--- src/rtl/move_sequencer.sv ---
// move_sequencer: debounces the four direction buttons, issues one encoded
// move at a time to the combinational collision detector, waits for its
// result to settle and commits the returned position.
// Optional feature macro: MOVE_AUTOREPEAT_EN (auto-repeat while held in HOLD).
module move_sequencer #(
  parameter int unsigned DEBOUNCE_CYCLES = 16,
  parameter int unsigned SETTLE_CYCLES   = 2,
  parameter logic [4:0]  START_X         = 5'd1,
  parameter logic [4:0]  START_Y         = 5'd1
`ifdef MOVE_AUTOREPEAT_EN
  ,
  parameter int unsigned REPEAT_CYCLES   = 32
`endif
) (
  input  logic       clock,
  input  logic       resetn,
  input  logic [3:0] dir_n,
  input  logic [4:0] new_x_pos,
  input  logic [4:0] new_y_pos,
  output logic [2:0] move,
  output logic [4:0] current_x_pos,
  output logic [4:0] current_y_pos,
  output logic       moved,
  output logic       busy
);

  localparam int unsigned N_BTN = 4;
  localparam int unsigned DEB_W = $clog2(DEBOUNCE_CYCLES + 1);
  localparam int unsigned SET_W = $clog2(SETTLE_CYCLES + 1);
`ifdef MOVE_AUTOREPEAT_EN
  localparam int unsigned REP_W = $clog2(REPEAT_CYCLES + 1);
`endif

  localparam logic [2:0] MV_NONE  = 3'b000;
  localparam logic [2:0] MV_UP    = 3'b001;
  localparam logic [2:0] MV_DOWN  = 3'b010;
  localparam logic [2:0] MV_LEFT  = 3'b011;
  localparam logic [2:0] MV_RIGHT = 3'b100;

  typedef enum logic [1:0] {IDLE, ISSUE, COMMIT, HOLD} state_t;

  logic [N_BTN-1:0]            sync1, sync2, pressed;
  logic [N_BTN-1:0][DEB_W-1:0] deb_cnt;

  state_t           state, state_nxt;
  logic [2:0]       move_code, move_code_nxt, code_sel;
  logic [SET_W-1:0] settle_cnt, settle_nxt;
  logic [2:0]       move_nxt;
  logic [4:0]       x_nxt, y_nxt;
  logic             moved_nxt, busy_nxt;
`ifdef MOVE_AUTOREPEAT_EN
  logic [REP_W-1:0] rep_cnt, rep_nxt;
  logic [N_BTN-1:0] pressed_q;
  logic             release_any;
`endif

  // Two-flop synchroniser and per-button debounce; a level that disagrees
  // with the debounced state must persist DEBOUNCE_CYCLES cycles to flip it.
  always_ff @(posedge clock or negedge resetn) begin
    if (!resetn) begin
      sync1   <= '1;
      sync2   <= '1;
      pressed <= '0;
      deb_cnt <= '0;
    end else begin
      sync1 <= dir_n;
      sync2 <= sync1;
      for (int i = 0; i < N_BTN; i++) begin
        if ((~sync2[i]) == pressed[i]) begin
          deb_cnt[i] <= '0;
        end else if (deb_cnt[i] == DEB_W'(DEBOUNCE_CYCLES - 1)) begin
          pressed[i] <= ~pressed[i];
          deb_cnt[i] <= '0;
        end else begin
          deb_cnt[i] <= deb_cnt[i] + DEB_W'(1);
        end
      end
    end
  end

  // Fixed priority: up > down > left > right.
  always_comb begin
    code_sel = MV_NONE;
    if (pressed[3])      code_sel = MV_UP;
    else if (pressed[2]) code_sel = MV_DOWN;
    else if (pressed[1]) code_sel = MV_LEFT;
    else if (pressed[0]) code_sel = MV_RIGHT;
  end

`ifdef MOVE_AUTOREPEAT_EN
  assign release_any = |(pressed_q & ~pressed);
`endif

  // Next-state, commit and registered-output decode.
  always_comb begin
    state_nxt     = state;
    move_code_nxt = move_code;
    settle_nxt    = settle_cnt;
    x_nxt         = current_x_pos;
    y_nxt         = current_y_pos;
    moved_nxt     = 1'b0;
`ifdef MOVE_AUTOREPEAT_EN
    rep_nxt       = rep_cnt;
`endif
    case (state)
      IDLE: begin
        if (|pressed) begin
          state_nxt     = ISSUE;
          move_code_nxt = code_sel;
          settle_nxt    = '0;
        end
      end
      ISSUE: begin
        if (settle_cnt == SET_W'(SETTLE_CYCLES - 1)) begin
          state_nxt = COMMIT;
        end else begin
          settle_nxt = settle_cnt + SET_W'(1);
        end
      end
      COMMIT: begin
        x_nxt     = new_x_pos;
        y_nxt     = new_y_pos;
        moved_nxt = (new_x_pos != current_x_pos) || (new_y_pos != current_y_pos);
        state_nxt = HOLD;
`ifdef MOVE_AUTOREPEAT_EN
        rep_nxt   = '0;
`endif
      end
      HOLD: begin
`ifdef MOVE_AUTOREPEAT_EN
        if (!(|pressed)) begin
          state_nxt = IDLE;
          rep_nxt   = '0;
        end else if (release_any) begin
          rep_nxt = '0;
        end else if (rep_cnt == REP_W'(REPEAT_CYCLES - 1)) begin
          rep_nxt       = '0;
          state_nxt     = ISSUE;
          move_code_nxt = code_sel;
          settle_nxt    = '0;
        end else begin
          rep_nxt = rep_cnt + REP_W'(1);
        end
`else
        if (!(|pressed)) begin
          state_nxt = IDLE;
        end
`endif
      end
      default: state_nxt = IDLE;
    endcase
    move_nxt = ((state_nxt == ISSUE) || (state_nxt == COMMIT)) ? move_code_nxt : MV_NONE;
    busy_nxt = (state_nxt != IDLE);
  end

  // State, position and output registers.
  always_ff @(posedge clock or negedge resetn) begin
    if (!resetn) begin
      state         <= IDLE;
      move_code     <= MV_NONE;
      settle_cnt    <= '0;
      move          <= MV_NONE;
      moved         <= 1'b0;
      busy          <= 1'b0;
      current_x_pos <= START_X;
      current_y_pos <= START_Y;
`ifdef MOVE_AUTOREPEAT_EN
      rep_cnt       <= '0;
      pressed_q     <= '0;
`endif
    end else begin
      state         <= state_nxt;
      move_code     <= move_code_nxt;
      settle_cnt    <= settle_nxt;
      move          <= move_nxt;
      moved         <= moved_nxt;
      busy          <= busy_nxt;
      current_x_pos <= x_nxt;
      current_y_pos <= y_nxt;
`ifdef MOVE_AUTOREPEAT_EN
      rep_cnt       <= rep_nxt;
      pressed_q     <= pressed;
`endif
    end
  end

endmodule

--- config.mk ---
export PLATFORM = sky130hd
export DESIGN_NAME = move_sequencer
export DESIGN_NICKNAME = d
export VERILOG_FILES = /design/src/rtl/move_sequencer.sv
export SDC_FILE = /design/constraint.sdc
export NUM_CORES = 1
export LEC_CHECK = 0
export ABC_CLOCK_PERIOD_IN_PS = 4500
export BUFFER_PORTS_ARGS = -buffer_cell sky130_fd_sc_hd__buf_2
export CAP_MARGIN = 0
export CORE_MARGIN = 5
export CORE_UTILIZATION = 62
export CTS_BUF_LIST = sky130_fd_sc_hd__clkbuf_4
export CTS_CLUSTER_DIAMETER = 50
export DETAILED_ROUTE_END_ITERATION = 8
export HOLD_SLACK_MARGIN = 0.05
export MAX_ROUTING_LAYER = met4
export PLACE_DENSITY_LB_ADDON = 0.25
export SLEW_MARGIN = 30
export SYNTH_ARGS = -nofsm -noshare
export SYNTH_HDL_FRONTEND = slang
export SYNTH_SLANG_ARGS = --single-unit
--- constraint.sdc ---
create_clock -name clock -period 4.5 [get_ports clock]
set_input_delay 0.9 -clock clock [delete_from_list [all_inputs] [get_ports clock]]
set_output_delay 0.9 -clock clock [all_outputs]
set_load 0.005 [all_outputs]
## After elaboration in Yosys (flattened, before gate mapping)

Cells that the tools add are included.

- Divide/modulo/power cells: 0
- Equality and inequality tests: 18
- Order comparisons: 0
- $mul: 0
- Reductions and logical operators: 11
- Shift operators: 0
- $add $sub $neg: 5
- Muxes and demuxes: 23
- Bitwise logic cells: 12

Operators with widths:

| operator | number |
|---|---|
| $mux W5 | 8 |
| $mux W3 | 7 |
| $add A5 B1 Y5 const B | 4 |
| $eq A5 B4 Y1 const B | 4 |
| $not A1 Y1 | 12 |
| $mux W2 | 5 |
| $ne A5 B5 Y1 | 2 |
| $pmux W2 S4 | 1 |
| $reduce_and A2 Y1 | 4 |
| $eq A2 B1 Y1 const B | 3 |
| $eq A2 B2 Y1 const B | 3 |
| $eq A1 B1 Y1 | 4 |
| $ne A2 B2 Y1 const B | 2 |
| $pmux W2 S2 | 1 |
| $reduce_bool A2 Y1 | 2 |
| $reduce_or A4 Y1 | 1 |
| $reduce_and A3 Y1 | 1 |
| $add A2 B1 Y2 const B | 1 |
| $logic_not A2 Y1 | 1 |
| $logic_or A1 B1 Y1 | 2 |
| $mux W1 | 1 |

- Bits of input ports: 16
- Output and inout port bits: 15
- Memories: 0
- Latch bits: 0
- Memory bits (read-only): 0
- Bits in registers: 54
- RAM bits: 0
- Word-level logic and storage cells: 87

## Logic depth before layout (Yosys ltp)

- Depth after elaboration: 7
- Mapped depth: 7
- Gate-level depth less buffers: 7

## Worst setup path before layout

Ideal clock, no wire load.

- Path kind: register -> register
- Start point: reg pressed[3]
- End point: reg move[2]
- Library setup time: 0.134 ns
- Cell stages (with the launch flop): 7
- Path buffers: 0
- Setup slack: 2.944 ns
- Period minus slack after synthesis: 1.556 ns
- Arrival time: 1.423 ns
- Data required time: 4.366 ns
- Cell sequence: dfrtp_1 > nor4_4 > nand2_1 > a21oi_1 > ha_1 > inv_1 > a211oi_1

- Longest elaborated chain between the ends: 6
- Elaborated cells between the ends (all ways): 11
- Those cells by class: eq/ne (2); mux (7); reduce/logical (2)

RTL lines:

| item | RTL line | RTL |
|---|---|---|
| start, declared | 42 | `logic [N_BTN-1:0] sync1, sync2, pressed;` |
| start signal, assigned by index | 72 | `pressed[i] <= ~pressed[i];` |
| $reduce_or A4 Y1 | 107, 145 |  |
| $mux W2 (on tied branches) | 145, 107 |  |
| $pmux W2 S4 | 105 | `case (state)` |
| $eq A2 B1 Y1 or $eq A2 B2 Y1 (tied branches) | 152 | `move_nxt = ((state_nxt == ISSUE) \|\| (state_nxt == COMMIT)) ? move_code_nxt : MV_NONE;` |
| $logic_or A1 B1 Y1 | 152 |  |
| $mux W3 * | 152 |  |
| named net move_nxt[2] | 48 | `logic [2:0] move_nxt;` |
| end signal, assigned | 175 | `move <= move_nxt;` |
| end, declared | 20 | `output logic [2:0] move,` |

The timed path passes the listed nets; every way through them passes the cells marked *.
A chain may end at the register's enable or synchronous reset.

## Final worst setup path

- Start point: reg current_y_pos[0]
- End point: out current_y_pos[0]

RTL lines:

| item | RTL line | RTL |
|---|---|---|
| start, declared | 22 | `output logic [4:0] current_y_pos,` |
| start signal, assigned | 179 | `current_y_pos <= y_nxt;` |

No word-level cell between the ends.

==> results.md <==
* Crit path launch type: flop
* Port Buffers at 30
* Clock Sinks at 54
* Tmin final at 1.947 ns
* Total grt overflow at 0
* Die area at 4884 sq um
* Worst path bufs/invs at 1
* Max stage delay on crit path at 0.57 ns
* Power Density at 521.1 nW/um^2
* Post-Route WL at 3637 microns
* GRT Total Usage at about 17%
* Slowest CP cell: dfstp_2
* CP arrival at 1.05 ns
* Layout Skew at 0.01170 ns
* Pleak at approximately 1.2 nW
* Core ar. at approximately 3400 sq um
* Post-DP HPWL at 2731 microns
* Starting Density at around 65%
* CTS Buf Count at 5
* Die Y at 69.89 microns
* Die width at about 70 microns
* Layout cells sized above 1 at 29.25%
* Final period utilization at between 40 and 50%
* Post-CTS Hold Buffers at 0
* # rows at 21
* Setup Buffers After CTS at 0
* Synthesized instance count at 176
* CTS tree: built
* Syn-to-layout area delta at 12.44%
* Post-placement setup slack at 2.704 ns
* CP Capture Type: output port
* Hold Violations, Final at 0
* Seq/Total Area, Yosys at 61.34%
* VDD IR max at 0.0003190 V
* # IOs at 31
* Routed Antenna Nets at 0
* Crit Path Class: reg -> out
* DR pass1 iterations at 4
* Req. time, crit path at between 3 and 4 ns
* Diodes inserted at 0
* Post-route DRC at 0
* Status: finished clean
* Nets at around 230
* Final setup viols at 0
* DR vias/cell at 5.372
* Vias at 1386
* Clock Latency Late Sink at roughly 0.36 ns
* Global-route wire length before repair at 6320 microns
* Clk slew on worst S/H paths at about 0.14 ns
* Synth Warn # at 0
* CP cell instances: buf_2
* Routed len/inst at 14.10 microns
* Slew HR at 39.64%
* Max Buffers Root-to-Sink at 2
* RSZ-0062 raised after global routing: false
* Fillers at 236
* Worst setup margin at about 2.6 ns
* Top delay family on crit path: flip-flops
* Largest net degree at the start of global routing at 55
* Post-Syn Area at 2223 sq um
* Final Wtd Congestion at 0.7924
* Max-slew violation count at 0
* PostCTS Resize Cnt at 0
* Distinct cells, synth at 32
* Post-synth net total at 198
* Register bit count reported by yosys at 54
* Initial antenna violation count at 0
* CP max FO at 3
* Vias in the first global route at about 1.5k
* HP Class: reg -> reg
* Max-cap viol count at 0
* H-tree depth at 2
* Initial DRC count at 71
* CTS root buf: clkbuf_4
* Worst Max-Slew Pin Slew at 0.9036 ns
* Post-Route Setup TNS at 0 ns
* Fmax at 0.5136 GHz
* Syn Area/Cell at 12.63 sq um
## registers in the layout (all words and copies together) (netlist names)
| register | flops |
|---|---|
| current_y_pos | 5 |
| state | 2 |
| current_x_pos | 5 |
| settle_cnt | 2 |
| pressed | 4 |
| sync2 | 4 |
| busy | 1 |
| move_code | 3 |
| moved | 1 |
| move | 3 |
| sync1 | 4 |
| deb_cnt | 20 |
## per-stage QoR
| stage | std cells | total power (W) | utilization [%] | area [sq um] | hold WS (ns) |
|---|---|---|---|---|---|
| 2_1_floorplan | 176 | 0.0009212 | - | 2223 | 0.3452 |
| 6_report | 258 | 0.001303 | 73.19 | 2500 | 0.3541 |
| 3_5_place_dp | 250 | 0.001050 | 70.77 | 2417 | 0.3468 |
| 4_1_cts | 258 | 0.001319 | 73.19 | 2500 | 0.3562 |
| 3_3_place_gp | 250 | 0.001007 | 70.70 | 2415 | 0.3456 |
| 5_1_grt | 258 | 0.001393 | 73.19 | 2500 | 0.3597 |
## where the power goes
group	switching (W)	total [W]	internal [W]	leakage (nW)
Combinational	0.000182	0.000378	0.000196	0.496
Clock	0.000136	0.000266	0.000130	0.0463
Sequential	0.0000775	0.000659	0.000581	0.684
Total	0.000396	0.00130	0.000907	1.23
## cell type report
type	instances	area [sq um]	share of cell area (%)
clock buffer	7	52.55	2.102
clock inverter	1	30.03	1.201
inverter	7	26.28	1.051
multi-input combinational	113	817.0	32.68
sequential	54	1364	54.55
tap	46	57.56	2.302
timing repair buffer	30	152.6	6.106
## Yosys cell counts
| cell | count | area share, % |
|---|---|---|
| or2_1 | 1 | 0.28 |
| buf_2 | 1 | 0.22 |
| o21ai_0 | 10 | 2.3 |
| dfrtp_1 | 44 | 50 |
| xnor2_1 | 14 | 5.5 |
| o21ai_1 | 1 | 0.22 |
| a31o_2 | 1 | 0.39 |
| nor2_1 | 12 | 2.0 |
| nor3_1 | 2 | 0.45 |
| xor2_1 | 8 | 3.2 |
| o31ai_1 | 4 | 1.4 |
| buf_6 | 1 | 0.51 |
| dfstp_2 | 10 | 12 |
| ha_1 | 6 | 3.4 |
| nand3_1 | 8 | 1.8 |
| a21oi_2 | 1 | 0.39 |
| or3_4 | 1 | 0.51 |
| o2bb2ai_1 | 2 | 0.79 |
| nand4_1 | 2 | 0.56 |
| mux2_2 | 10 | 5.1 |
| nor4_4 | 1 | 0.96 |
| o31a_1 | 1 | 0.39 |
| a21boi_1 | 1 | 0.34 |
| and2_1 | 6 | 1.7 |
| inv_1 | 7 | 1.2 |
| and3_1 | 4 | 1.1 |
| a21o_1 | 2 | 0.68 |
| or3_1 | 1 | 0.28 |
| nand2_1 | 4 | 0.68 |
| a21oi_1 | 7 | 1.6 |
| nor2b_1 | 2 | 0.56 |
| a211oi_1 | 1 | 0.34 |
## cell families (layout without fill, tap and decap cells)
family / count (synthesis) / count (layout) / share of synthesized area [%]
AND/OR/NAND/NOR: 44 / 44 / 10.92
adder cells (fa/ha/maj): 6 / 6 / 3.376
multiplexers: 10 / 10 / 5.065
XOR/XNOR: 22 / 22 / 8.667
AO/OA/AOI/OAI: 31 / 31 / 8.723
buffers and inverters: 9 / 45 / 1.913
flip-flops: 54 / 54 / 61.34
## layout by cell type (no fill, tap or decap), types with 4 or more instances in the layout
cell type,count
and3_1,4
mux2_2,10
nor2_1,12
nand3_1,8
clkbuf_4,7
dfrtp_1,44
buf_2,29
inv_1,7
nand2_1,4
xnor2_1,14
ha_1,6
o21ai_0,10
dfstp_2,10
and2_1,6
o31ai_1,4
a21oi_1,7
xor2_1,8
## metal layers
layer / part of all wire (%) / track usage, % / vias to the layer above
met3: 4.5 / 4.591 / 8
met2: 51 / 28.65 / 28
met4: 2.5 / 7.234 / 0
met5: 0 / - / -
met1: 42 / 17.80 / 670
li1: - / - / 680
## final timing paths
check	from	endpoint	slack, ns	cells past startpoint
worst min register to register	sync1[0]	sync2[0]	0.35	0
worst max register to register	state[1]	current_x_pos[2]	2.68	2
worst min-delay path	sync1[0]	sync2[0]	0.35	0
worst max-delay path	current_y_pos[0]	current_y_pos[0]	2.55	1
min in group asynchronous	resetn	deb_cnt[3]	0.54	1
max in group asynchronous	resetn	deb_cnt[14]	3.52	1
Note: power is estimated with default switching activity, not from simulation.
